`src/rtl/noc_pkg.sv`:
```
// Shared NoC definitions: flit layout, flit type and arbiter state encoding.
package noc_pkg;

  localparam int unsigned FLIT_W   = 14;
  localparam int unsigned DST_MSB  = 12;
  localparam int unsigned DST_LSB  = 11;
  localparam int unsigned TYPE_MSB = 10;
  localparam int unsigned TYPE_LSB = 9;
  localparam int unsigned PAY_MSB  = 8;
  localparam int unsigned PAY_LSB  = 1;
  localparam int unsigned EOP_BIT  = 0;

  typedef logic [FLIT_W-1:0] flit_t;

  typedef enum logic {
    IDLE = 1'b0,
    LOCK = 1'b1
  } arb_state_e;

endpackage

```
`src/rtl/noc_rr_picker.sv`:
```
// Round-robin first-one search: the first set request at or above ptr, wrapping modulo N.
module noc_rr_picker #(
  parameter  int unsigned N     = 4,
  localparam int unsigned IDX_W = (N > 1) ? $clog2(N) : 1
) (
  input  logic [N-1:0]     req,
  input  logic [IDX_W-1:0] ptr,
  output logic [IDX_W-1:0] grant,
  output logic             found
);

  int unsigned idx;

  // Scan requests starting from ptr; the first hit wins.
  always_comb begin
    grant = '0;
    found = 1'b0;
    idx   = 0;
    for (int unsigned i = 0; i < N; i++) begin
      idx = (32'(ptr) + i) % N;
      if (!found && req[idx]) begin
        found = 1'b1;
        grant = idx[IDX_W-1:0];
      end
    end
  end

endmodule

```
`src/rtl/noc_output_arbiter.sv`:
```
// Output-port arbiter for the 2x2 mesh router: round-robin, packet-granular
// (wormhole) grant, with a 1-entry registered output buffer.
// Optional stall watchdog enabled by defining NOC_ARB_WATCHDOG_EN.
module noc_output_arbiter
  import noc_pkg::*;
#(
  parameter  int unsigned N_IN      = 4,
  parameter  int unsigned FLIT_W    = noc_pkg::FLIT_W,
  parameter  int unsigned CNT_W     = 16,
  parameter  int unsigned MAX_STALL = 15,
  localparam int unsigned IDX_W     = (N_IN > 1) ? $clog2(N_IN) : 1
) (
  input  logic                        clk,
  input  logic                        rst_n,
  input  logic [N_IN-1:0]             in_valid,
  input  logic [N_IN-1:0][FLIT_W-1:0] in_flit,
  output logic [N_IN-1:0]             in_ready,
  output logic                        out_valid,
  output logic [FLIT_W-1:0]           out_flit,
  input  logic                        out_ready,
  output logic [IDX_W-1:0]            grant_id,
  output logic                        busy,
  output logic [CNT_W-1:0]            pkt_count,
  output logic                        err_timeout
);

  arb_state_e         state_q, state_d;
  logic [IDX_W-1:0]   rr_ptr_q, rr_ptr_d;
  logic [IDX_W-1:0]   grant_q, grant_d;
  logic               out_valid_q, out_valid_d;
  logic [FLIT_W-1:0]  out_flit_q, out_flit_d;
  logic [CNT_W-1:0]   pkt_count_q, pkt_count_d;
  logic [IDX_W-1:0]   pick_idx;
  logic               pick_found;
  logic               can_load;
  logic               accept;
  logic [IDX_W-1:0]   next_ptr;

`ifdef NOC_ARB_WATCHDOG_EN
  localparam int unsigned STALL_W = $clog2(MAX_STALL + 1);
  logic [STALL_W-1:0] stall_q, stall_d;
  logic               err_q, err_d;
`else
  logic unused_max_stall;
  assign unused_max_stall = (MAX_STALL != 0);
`endif

  noc_rr_picker #(.N(N_IN)) u_picker (
    .req   (in_valid),
    .ptr   (rr_ptr_q),
    .grant (pick_idx),
    .found (pick_found)
  );

  assign can_load = !out_valid_q || out_ready;
  assign next_ptr = (grant_q == IDX_W'(N_IN - 1)) ? '0 : grant_q + IDX_W'(1);

  // Next-state, output-buffer and counter logic.
  always_comb begin
    state_d     = state_q;
    rr_ptr_d    = rr_ptr_q;
    grant_d     = grant_q;
    out_valid_d = out_valid_q && !out_ready;
    out_flit_d  = out_flit_q;
    pkt_count_d = pkt_count_q;
    in_ready    = '0;
    accept      = 1'b0;
`ifdef NOC_ARB_WATCHDOG_EN
    stall_d     = stall_q;
    err_d       = 1'b0;
`endif
    if (out_valid_q && out_ready && out_flit_q[EOP_BIT])
      pkt_count_d = pkt_count_q + CNT_W'(1);
    case (state_q)
      IDLE: begin
`ifdef NOC_ARB_WATCHDOG_EN
        stall_d = '0;
`endif
        if (pick_found) begin
          grant_d = pick_idx;
          state_d = LOCK;
        end
      end
      LOCK: begin
        in_ready[grant_q] = can_load;
        accept = in_valid[grant_q] && can_load;
        if (accept) begin
          out_flit_d  = in_flit[grant_q];
          out_valid_d = 1'b1;
          if (in_flit[grant_q][EOP_BIT]) begin
            state_d  = IDLE;
            rr_ptr_d = next_ptr;
          end
        end
`ifdef NOC_ARB_WATCHDOG_EN
        if (accept) begin
          stall_d = '0;
        end else if (!in_valid[grant_q]) begin
          if (stall_q == STALL_W'(MAX_STALL - 1)) begin
            stall_d  = '0;
            err_d    = 1'b1;
            state_d  = IDLE;
            rr_ptr_d = next_ptr;
          end else begin
            stall_d = stall_q + STALL_W'(1);
          end
        end
`endif
      end
      default: state_d = IDLE;
    endcase
  end

  // State registers with asynchronous active-low clear.
  always_ff @(posedge clk or negedge rst_n) begin
    if (!rst_n) begin
      state_q     <= IDLE;
      rr_ptr_q    <= '0;
      grant_q     <= '0;
      out_valid_q <= 1'b0;
      out_flit_q  <= '0;
      pkt_count_q <= '0;
`ifdef NOC_ARB_WATCHDOG_EN
      stall_q     <= '0;
      err_q       <= 1'b0;
`endif
    end else begin
      state_q     <= state_d;
      rr_ptr_q    <= rr_ptr_d;
      grant_q     <= grant_d;
      out_valid_q <= out_valid_d;
      out_flit_q  <= out_flit_d;
      pkt_count_q <= pkt_count_d;
`ifdef NOC_ARB_WATCHDOG_EN
      stall_q     <= stall_d;
      err_q       <= err_d;
`endif
    end
  end

  assign out_valid = out_valid_q;
  assign out_flit  = out_flit_q;
  assign grant_id  = grant_q;
  assign busy      = (state_q == LOCK);
  assign pkt_count = pkt_count_q;
`ifdef NOC_ARB_WATCHDOG_EN
  assign err_timeout = err_q;
`else
  assign err_timeout = 1'b0;
`endif

endmodule

```
`config.mk`:
```
export PLATFORM = sky130hd
export DESIGN_NAME = noc_output_arbiter
export DESIGN_NICKNAME = d
export VERILOG_FILES = /design/src/rtl/noc_pkg.sv /design/src/rtl/noc_rr_picker.sv /design/src/rtl/noc_output_arbiter.sv
export SDC_FILE = /design/constraint.sdc
export NUM_CORES = 1
export LEC_CHECK = 0
export CORE_ASPECT_RATIO = 0.5
export CORE_UTILIZATION = 43
export DETAILED_ROUTE_END_ITERATION = 16
export GPL_TIMING_DRIVEN = 0
export PLACE_DENSITY = 0.85
export SYNTH_ARGS = -nofsm -noshare
export SYNTH_HDL_FRONTEND = slang
export SYNTH_SLANG_ARGS = --single-unit
```
`constraint.sdc`:
```
create_clock -name clk -period 2.9 [get_ports clk]
set_input_delay 0.87 -clock clk [delete_from_list [all_inputs] [get_ports clk]]
set_output_delay 0.87 -clock clk [all_outputs]
set_load 0.01 [all_outputs]
```
==> results of run 1 <==
[per-stage QoR]
step | util, % | area, um^2 | cells | TNS [ns]
floorplan | - | 2030 | 149 | 0
global placement | 69.5 | 3110 | 306 | -1.50
detailed placement | 69.4 | 3100 | 306 | -1.54
CTS | 71.4 | 3190 | 312 | 0
global route | 71.8 | 3210 | 314 | 0
finish | 71.8 | 3210 | 314 | 0
[area by class of cell]
cell class,instances,area share (%)
buffer,4,1.37
clock buffer,7,2.69
clock inverter,1,0.234
inverter,6,0.703
multi-input combinational,101,33.2
sequential,36,28.1
tap,57,2.22
timing repair buffer,102,31.5
[Yosys cell counts (all sizes together)]
cell type and instances:
mux2 15, inv 6, mux2i 2, dfrtp 36
nor3 1, ha 5, o31ai 1, and3 6
or4 1, a2bb2oi 1, nor4 1, nand3 8
o21ai 2, nor2 3, o22ai 1, nor2b 2
and4 1, o21a 1, nand4 3, nand2 11
buf 6, nand2b 1, o221ai 1, xor2 2
nand3b 1, a21oi 2, conb 1, xnor2 13
mux4 15
[cells by family (layout without fill, tap and decap cells)]
| family | after synthesis | in the layout | share of synthesized area, % |
|---|---|---|---|
| AOI/OAI and AO/OA | 9 | 9 | 2.89 |
| xor gates and xnor gates | 15 | 15 | 6.46 |
| adders and majority gates | 5 | 5 | 3.08 |
| buffers and inverters | 12 | 120 | 3.69 |
| DFF | 36 | 36 | 44.3 |
| muxes | 32 | 32 | 28.5 |
| other | 1 | 1 | 0.184 |
| and+or+nand+nor | 39 | 39 | 10.9 |
[sequential cells by signal (all words and copies together), names as in the netlist]
register,flops
rr_ptr_q,2
out_valid,1
busy,1
pkt_count,16
grant_id,2
out_flit,14
[critical path: cells and delay by family (launching register included)]
kind | cells | cell delay, ns
fa+ha+maj | 1 | 0.20
simple gates | 1 | 0.15
buf+inv | 3 | 0.80
flops | 1 | 0.38
[how the worst max path moves through the flow]
stage | start | to | slack (ns) | cells past startpoint
2_1_floorplan | grant_id[1] | in_ready[1] | 0.62 | 5
3_3_place_gp | out_ready | in_ready[0] | -0.38 | 4
3_5_place_dp | out_ready | in_ready[2] | -0.40 | 4
4_1_cts | out_ready | in_ready[2] | 0.01 | 4
5_1_grt | grant_id[1] | in_ready[1] | 0.12 | 5
6_report | grant_id[1] | in_ready[1] | 0.20 | 5
[power groups by stage]
stage	combinational (mW)	sequential [mW]	clock, mW
floorplan	0.794	0.888	0
global placement	1.42	0.830	0
detailed placement	1.46	0.839	0
CTS	1.44	0.836	0.385
global route	1.53	0.862	0.401
finish	1.43	0.837	0.378
[per-layer routing]
| layer | vias up | share of wire [%] | track usage (%) |
|---|---|---|---|
| met2 | 32 | 55 | 39.0 |
| met3 | 4 | 3.1 | 3.76 |
| met1 | 817 | 41 | 24.6 |
| met5 | - | 0 | 0 |
| li1 | 763 | - | - |
| met4 | 0 | 0.76 | 5.88 |
[repair_timing]
action | CTS | global route
buffers inserted | 0 | 2
endpoints found under the setup margin | 4 | 4
gates resized for setup | 6 | 1
==> flow_summary.yaml, run 1 <==
floorplan:
  core_area_um2: 4470
  die_h_um: 50.6
  start_util_pct: 45.5
  row_count: 17
  die_area_um2: 5020
  io_pins: 102
  die_w_um: 99.2
setup_path:
  cp.arrival_ns: 1.83
  r2r-start: "grant_id[0]"
  path_class: "register to primary output"
  worstSetupEndpointType: "primary output"
  rr_worst_depth: 5
  worstPathRequired_ns: 2.03
  critPathLaunchType: "register"
  reg2reg_slack_ns: 0.91
  cp_slowest_cell: "dfrtp_1"
  slowest_delay_ns: 0.38
  crit_fanout: 16
  r2r_end: "out_flit[9]"
  cp_cell_sequence: "buf_2 > inv_1 > ha_1 > and3_1 > dlygate4sd2_1"
min_path:
  whs_endpoint: "pkt_count[15]"
  hold_class: "register to register"
  worstHoldPathCells: 1
  min_from: "pkt_count[15]"
timing:
  clock_skew_ns: 0.00385
  timing.final.ws_setup_ns: 0.203
  finalSetupViolCount: 0
  final_max_slew_viol_count: 0
  min_period_over_period_pct: 93.0
  holdWs_ns: 0.485
  rsz0062_at_grt: "no"
  hold_viol_final: 0
  worst_slew_pin_slew_ns: 0.807
  max-slew-margin-rel_pct: 46.2
  finalCriticalPeriod_ns: 2.70
  fmax_mhz: 371
route:
  drt_iter0_markers: 35
  dr.pass1.iters: 4
  drc_errors: 0
  detail-route-antenna-nets: 0
  vias: 1616
  vias_per_cell: 5.15
  wl_mm: 5.03
  avgRoutedWirePerCell_um: 16.0
power_and_ir_drop:
  p_clk_share_pct: 14.3
  p_comb_share_pct: 54.1
  internal_power_mw: 1.76
  total_power_mw: 2.65
  p_seq_share_pct: 31.6
  leakagePower_nw: 1.39
  ir_worst_vdd_v: 0.000423
  switching_power_mw: 0.891
  swShare_pct: 33.6
  powerDensity_nw_per_um2: 827
placed_design:
  gp_congestion: 0.800
  dp_slack_ns: -0.397
  portBuffers: 100
  hpwl_mm: 3.95
finish:
  multi_input_area_um2: 1060
  area_delta_synth_final_pct: 57.7
  fin_nets: 324
  layout_commonest_cell: "clkdlybuf4s50_1"
  final_cell_mix: "94 x clkdlybuf4s50_1, 36 x dfrtp_1, 13 x xnor2_1"
  fillers: 310
  drive_above_1_share_pct: 16.3
  register_area_um2: 901
  antenna_cells: 0
cts:
  cts_root_buf: "clkbuf_8"
  clkLatencyLatePin_ns: 0.29
  cts.path.max_buffers: 2
  cts_buffers: 5
  htreeDepth: 2
  hold_buffers: 0
  clk_pin_slew_worst_paths_ns: 0.07
  cts_tree: "yes"
  cts.sinks: 36
grt:
  grt_usage_pct: 20.7
  grt.overflow.total: 0
  antenna_found_initial: 0
  grt_max_degree: 37
  grt_pass1_vias: 1633
  grt_pass1_wl_mm: 7.80
synthesis:
  synth_cells: 149
  synth_nets: 217
  yosys.area.top_type_share_pct: 44.3
  yosys_warnings: 0
  ys_types: 36
  ys_seq_area_share_pct: 44.3
  synth_area_um2: 2030
  synth_top_area_cell: "dfrtp_1"
  postSynthAreaPerCell_um2: 13.6
  yosys-top-cells-area: "dfrtp_1 44%, mux4_2 11%, mux2_4 6.6%, mux4_1 6.5%, xnor2_1 5.6%"
  ys_ff_latch: 36
job:
  max_cap_viol_count: 0
run_status:
  status: "finished, final reports clean"
Power figures use the tool's default switching activity.
==> run 2, diff against run 1 <==
--- a/config.mk
+++ b/config.mk
@@ -5,7 +5,7 @@
 export SDC_FILE = /design/constraint.sdc
 export NUM_CORES = 1
 export LEC_CHECK = 0
-export CORE_ASPECT_RATIO = 0.5
+export CORE_ASPECT_RATIO = 1.4
 export CORE_UTILIZATION = 43
 export DETAILED_ROUTE_END_ITERATION = 16
 export GPL_TIMING_DRIVEN = 0
==> flow_summary.yaml, run 2 (synthesis gave the netlist of run 1 again) <==
run_status:
  status: "finished, final reports clean"
setup_path:
  cp_top_family: "buffers and inverters"
  path_class: "input pin to primary output"
  cp.arrival_ns: 1.98
  worstPathRequired_ns: 2.03
  slowest_delay_ns: 0.51
  cp_slowest_cell: "clkdlybuf4s50_1"
  rr_worst_depth: 4
  critPathBufInv: 2
  cp_cell_sequence: "clkdlybuf4s50_1 > nand2b_4 > and3_1 > dlygate4sd2_1"
  critPathLaunchType: "input pin"
  worstSetupEndpointType: "primary output"
  crit_fanout: 6
  cp.depth: 4
cts:
  clk_pin_slew_worst_paths_ns: 0.07
  cts.sinks: 36
  cts_root_buf: "clkbuf_8"
  cts.path.max_buffers: 2
  hold_buffers: 0
  clkLatencyLatePin_ns: 0.28
  cts_buffers: 5
  cts_tree: "yes"
  htreeDepth: 2
route:
  vias: 1638
  drc_errors: 0
  drt_iter0_markers: 52
  avgRoutedWirePerCell_um: 15.3
  detail-route-antenna-nets: 0
  wl_mm: 4.85
  vias_per_cell: 5.15
  dr.pass1.iters: 4
floorplan:
  die_area_um2: 5010
  die_h_um: 83.4
  row_count: 29
  start_util_pct: 44.8
  core_area_um2: 4540
  io_pins: 102
  die_w_um: 60.1
placed_design:
  gp_congestion: 0.753
  placed_area_um2: 3110
  portBuffers: 100
  hpwl_mm: 3.94
finish:
  layout_commonest_cell: "clkdlybuf4s50_1"
  drive_above_1_share_pct: 16.4
  largest_reg_flops: 16
  antenna_cells: 0
  fin_util_pct: 71.0
  final_cell_mix: "95 x clkdlybuf4s50_1, 36 x dfrtp_1, 13 x xnor2_1"
  fin_nets: 323
  stdcell_area_um2: 3220
  area_delta_synth_final_pct: 58.5
grt:
  grt_max_degree: 37
  grt.overflow.total: 0
  grt_usage_pct: 21.1
  antenna_found_initial: 0
  grt_pass1_vias: 1707
  grt_pass1_wl_mm: 7.94
timing:
  worst_slew_pin_slew_ns: 0.771
  hold_viol_final: 0
  finalCriticalPeriod_ns: 2.85
  clock_skew_ns: 0.00369
  fmax_mhz: 351
  min_period_over_period_pct: 98.2
  rsz0062_at_grt: "no"
  max-slew-margin-rel_pct: 48.6
  finalSetupViolCount: 0
  final_max_slew_viol_count: 0
  holdWs_ns: 0.474
min_path:
  worstHoldPathCells: 1
  hold_class: "register to register"
power_and_ir_drop:
  leakagePower_nw: 1.38
  ir_worst_vdd_v: 0.000536
  powerDensity_nw_per_um2: 831
job:
  max_cap_viol_count: 0
run 2: cell count changes in the layout (fill, tap and decap cells not counted):
| cell | before | now |
|---|---|---|
| clkdlybuf4s50_1 | 94 | 95 |
| clkbuf_8 | 6 | 5 |
| dlymetal6s2s_1 | 1 | 0 |
| bufinv_16 | 0 | 1 |
| clkbuf_1 | 1 | 0 |
| buf_4 | 3 | 2 |
| clkdlybuf4s15_1 | 0 | 2 |
| dlygate4sd2_1 | 4 | 2 |
| clkinv_2 | 0 | 1 |
run 2: where the power goes:
group / total (mW) / switching [mW] / internal (mW)
registers: 0.833 / 0.155 / 0.677
clock network: 0.432 / 0.178 / 0.254
logic: 1.41 / 0.526 / 0.885
run 2: per-layer routing:
metal	vias to the layer above	part of all wire (%)	global-route usage, %
li1	765	-	-
met1	798	37	22.7
met2	63	56	37.7
met3	12	5.0	3.89
met4	0	2.5	9.94
met5	-	0	0
run 2: worst reg2reg max path: stages, from the launching register on:
cell and delay (ns):
dfrtp_1 0.41, buf_6 0.25, mux4_2 0.59, nand4_1 0.27, mux2_2 0.37
run 2: final timing paths:
check / start / endpoint / slack, ns
max: out_ready / in_ready[1] / 0.05
min: pkt_count[15] / pkt_count[15] / 0.47
max reg2reg: grant_id[0] / rr_ptr_q[1] / 0.90
min reg2reg: pkt_count[15] / pkt_count[15] / 0.47
max in group asynchronous: rst_n / out_flit[8] / 1.75
min in group asynchronous: rst_n / pkt_count[7] / 0.66
run 2: layout make-up:
class | count | area [um^2]
Fill cell | 339 | 1310
Multi-Input combinational cell | 101 | 1060
Timing Repair Buffer | 101 | 1000
Sequential cell | 36 | 901
Tap cell | 62 | 77.6
Clock buffer | 5 | 68.8
Buffer | 4 | 43.8
Clock inverter | 3 | 42.5
Inverter | 6 | 22.5
run 2: timing repair:
item                                    4_1_cts  5_1_grt
resized for setup                             6        2
endpoints found under the setup margin        4        4
buffers inserted                              0        1
run 2: through the flow:
stage / instances / setup WS [ns] / total power [mW] / TNS (ns)
after floorplan: 149 / 0.622 / 1.68 / 0
after global placement: 311 / -0.394 / 2.24 / -1.53
after detailed placement: 311 / -0.419 / 2.28 / -1.60
after CTS: 318 / 0.0105 / 2.71 / 0
after global routing: 318 / 0.0103 / 2.84 / 0
final: 318 / 0.0529 / 2.68 / 0
==> run 3, diff against run 2 <==
--- a/config.mk
+++ b/config.mk
@@ -6,10 +6,11 @@
 export NUM_CORES = 1
 export LEC_CHECK = 0
 export CORE_ASPECT_RATIO = 1.4
-export CORE_UTILIZATION = 43
+export CORE_UTILIZATION = 40
 export DETAILED_ROUTE_END_ITERATION = 16
 export GPL_TIMING_DRIVEN = 0
-export PLACE_DENSITY = 0.85
+export PLACE_DENSITY = 0.8
 export SYNTH_ARGS = -nofsm -noshare
 export SYNTH_HDL_FRONTEND = slang
+export SYNTH_HIERARCHICAL = 1
 export SYNTH_SLANG_ARGS = --single-unit
==> constraint.sdc (replaced) <==
create_clock -name clk -period 3.1 [get_ports clk]
set_input_delay 0.93 -clock clk [delete_from_list [all_inputs] [get_ports clk]]
set_output_delay 0.93 -clock clk [all_outputs]
set_load 0.01 [all_outputs]
==> flow_summary.yaml, run 3 <==
run_status:
  status: "finished, final reports clean"
timing:
  finalCriticalPeriod_ns: 2.98
  hold_viol_final: 0
  fmax_mhz: 336
  min_period_over_period_pct: 96.0
  final_max_slew_viol_count: 0
  clock_skew_ns: 0.00398
  max-slew-margin-rel_pct: 46.7
  finalSetupViolCount: 0
  worst_slew_pin_slew_ns: 0.800
  rsz0062_at_grt: "no"
grt:
  grt_usage_pct: 18.6
  grt_pass1_wl_mm: 7.63
  grt.overflow.total: 0
  grt_max_degree: 37
  grt_pass1_vias: 1617
  antenna_found_initial: 0
floorplan:
  row_count: 30
  io_pins: 102
  die_w_um: 62.2
  die_h_um: 86.3
  core_area_um2: 4880
  start_util_pct: 41.6
  die_area_um2: 5370
synthesis:
  yosys_warnings: 6
  yosys.area.top_type_share_pct: 44.4
  ys_ff_latch: 36
  synth_nets: 222
  synth_cells: 154
  ys_types: 32
  synth_edf_count: 0
  yosysMostFrequentCell: "dfrtp_1"
  synth_area_um2: 2030
  yosys-top-cells-area: "dfrtp_1 44%, mux4_2 11%, mux2_4 6.7%, mux4_1 6.5%, xnor2_1 5.2%"
  postSynthAreaPerCell_um2: 13.2
  synth_commonest_cells: "36 x dfrtp_1, 14 x nand2_1, 12 x xnor2_1"
  synth_top_area_cell: "dfrtp_1"
  async_flop_share_pct: 100
  ys_seq_area_share_pct: 44.4
  synthFlopType: "dfrtp_1"
cts:
  cts.sinks: 36
  cts.path.max_buffers: 2
  hold_buffers: 0
  clk_pin_slew_worst_paths_ns: 0.07
  cts_root_buf: "clkbuf_8"
  cts_tree: "yes"
  cts_buffers: 5
  htreeDepth: 2
  clkLatencyLatePin_ns: 0.28
route:
  avgRoutedWirePerCell_um: 15.0
  vias_per_cell: 5.13
  vias: 1672
  wl_mm: 4.89
  detail-route-antenna-nets: 0
  dr.pass1.iters: 4
  drc_errors: 0
  drt_iter0_markers: 75
power_and_ir_drop:
  powerDensity_nw_per_um2: 743
  total_power_mw: 2.38
  leakagePower_nw: 1.39
  ir_worst_vdd_v: 0.000401
setup_path:
  path_class: "input pin to primary output"
  worstSetupEndpointType: "primary output"
  cp.arrival_ns: 2.05
  crit_fanout: 5
  critPathLaunchType: "input pin"
  worstPathRequired_ns: 2.17
placed_design:
  place_inst: 318
  hpwl_mm: 3.77
  portBuffers: 100
  gp_congestion: 0.759
min_path:
  hold_class: "register to register"
finish:
  antenna_cells: 0
  drive_above_1_share_pct: 16.8
  final_cell_mix: "95 x clkdlybuf4s50_1, 36 x dfrtp_1, 14 x nand2_1"
  layout_commonest_cell: "clkdlybuf4s50_1"
  area_delta_synth_final_pct: 57.9
  fin_nets: 329
  stdcell_count: 326
  largest_reg_flops: 16
job:
  max_cap_viol_count: 0
==> run 3: cell types whose count changed after synthesis, sizes merged, moves of 2 or more <==
cell	change
nand2	+3
a21oi	+2
inv	+2
mux2i	-2
==> run 3: per-stage QoR <==
step           TNS (ns)  util (%)  area [um^2]  setup slack [ns]  hold WS (ns)
2_1_floorplan         0         -         2030             0.768         0.504
3_3_place_gp      -1.37      63.8         3110            -0.349         0.462
3_5_place_dp      -1.34      63.7         3110            -0.351         0.469
4_1_cts               0      65.7         3210             0.107         0.479
5_1_grt               0      65.7         3210            0.0313         0.502
6_report              0      65.7         3210             0.124         0.472
==> run 3: path summary, 6_finish.rpt <==
kind	endpoint	depth (start not counted)	slack, ns	start
setup / recovery	in_ready[2]	4	0.12	out_ready
hold / removal	pkt_count[15]	1	0.47	pkt_count[15]
setup reg to reg	out_flit[6]	5	1.16	grant_id[1]
hold reg to reg	pkt_count[15]	1	0.47	pkt_count[15]
max in group asynchronous	out_flit[11]	1	1.87	rst_n
min in group asynchronous	pkt_count[6]	1	0.73	rst_n
==> run 3: timing repair <==
| action | in CTS | in global routing |
|---|---|---|
| endpoints found under the setup margin | 4 | 0 |
| gates resized for setup | 6 | 0 |
| buffers inserted | 1 | 0 |
==> run 3: cells by family after synthesis <==
kind of cell,count (synthesis),synth area share [%]
AOI/OAI and AO/OA,11,3.39
xor gates and xnor gates,15,6.47
adders and majority gates,5,3.08
buffers and inverters,14,4.07
DFF,36,44.4
muxes,30,27.5
other,1,0.185
and+or+nand+nor,42,10.9
==> run 3: metal layers <==
metal / vias to the layer above / wire length (um) / track usage [%]
met5: - / 0 / 0
met4: 0 / 59 / 6.55
met3: 7 / 271 / 3.82
met2: 65 / 2750 / 34.4
met1: 827 / 1810 / 21.2
li1: 773 / - / -
==> run 3: final cells by class <==
class	count	area, um^2
Buffer	5	48.8
Clock buffer	6	82.6
Clock inverter	2	10.0
Fill cell	393	1670
Inverter	8	30.0
Multi-Input combinational cell	104	1050
Sequential cell	36	901
Tap cell	64	80.1
Timing Repair Buffer	101	998
==> run 3: critical path, cell delays in order <==
cell and delay (ns):
clkdlybuf4s50_1 0.52, nand2b_4 0.17, and3_1 0.15, dlygate4sd2_1 0.27
==> run 3: report_power, final <==
group / internal (mW) / leakage [nW] / total [mW] / switching [mW]
clock: 0.177 / 0.0510 / 0.342 / 0.165
sequential: 0.632 / 0.452 / 0.776 / 0.144
combinational: 0.790 / 0.885 / 1.26 / 0.472
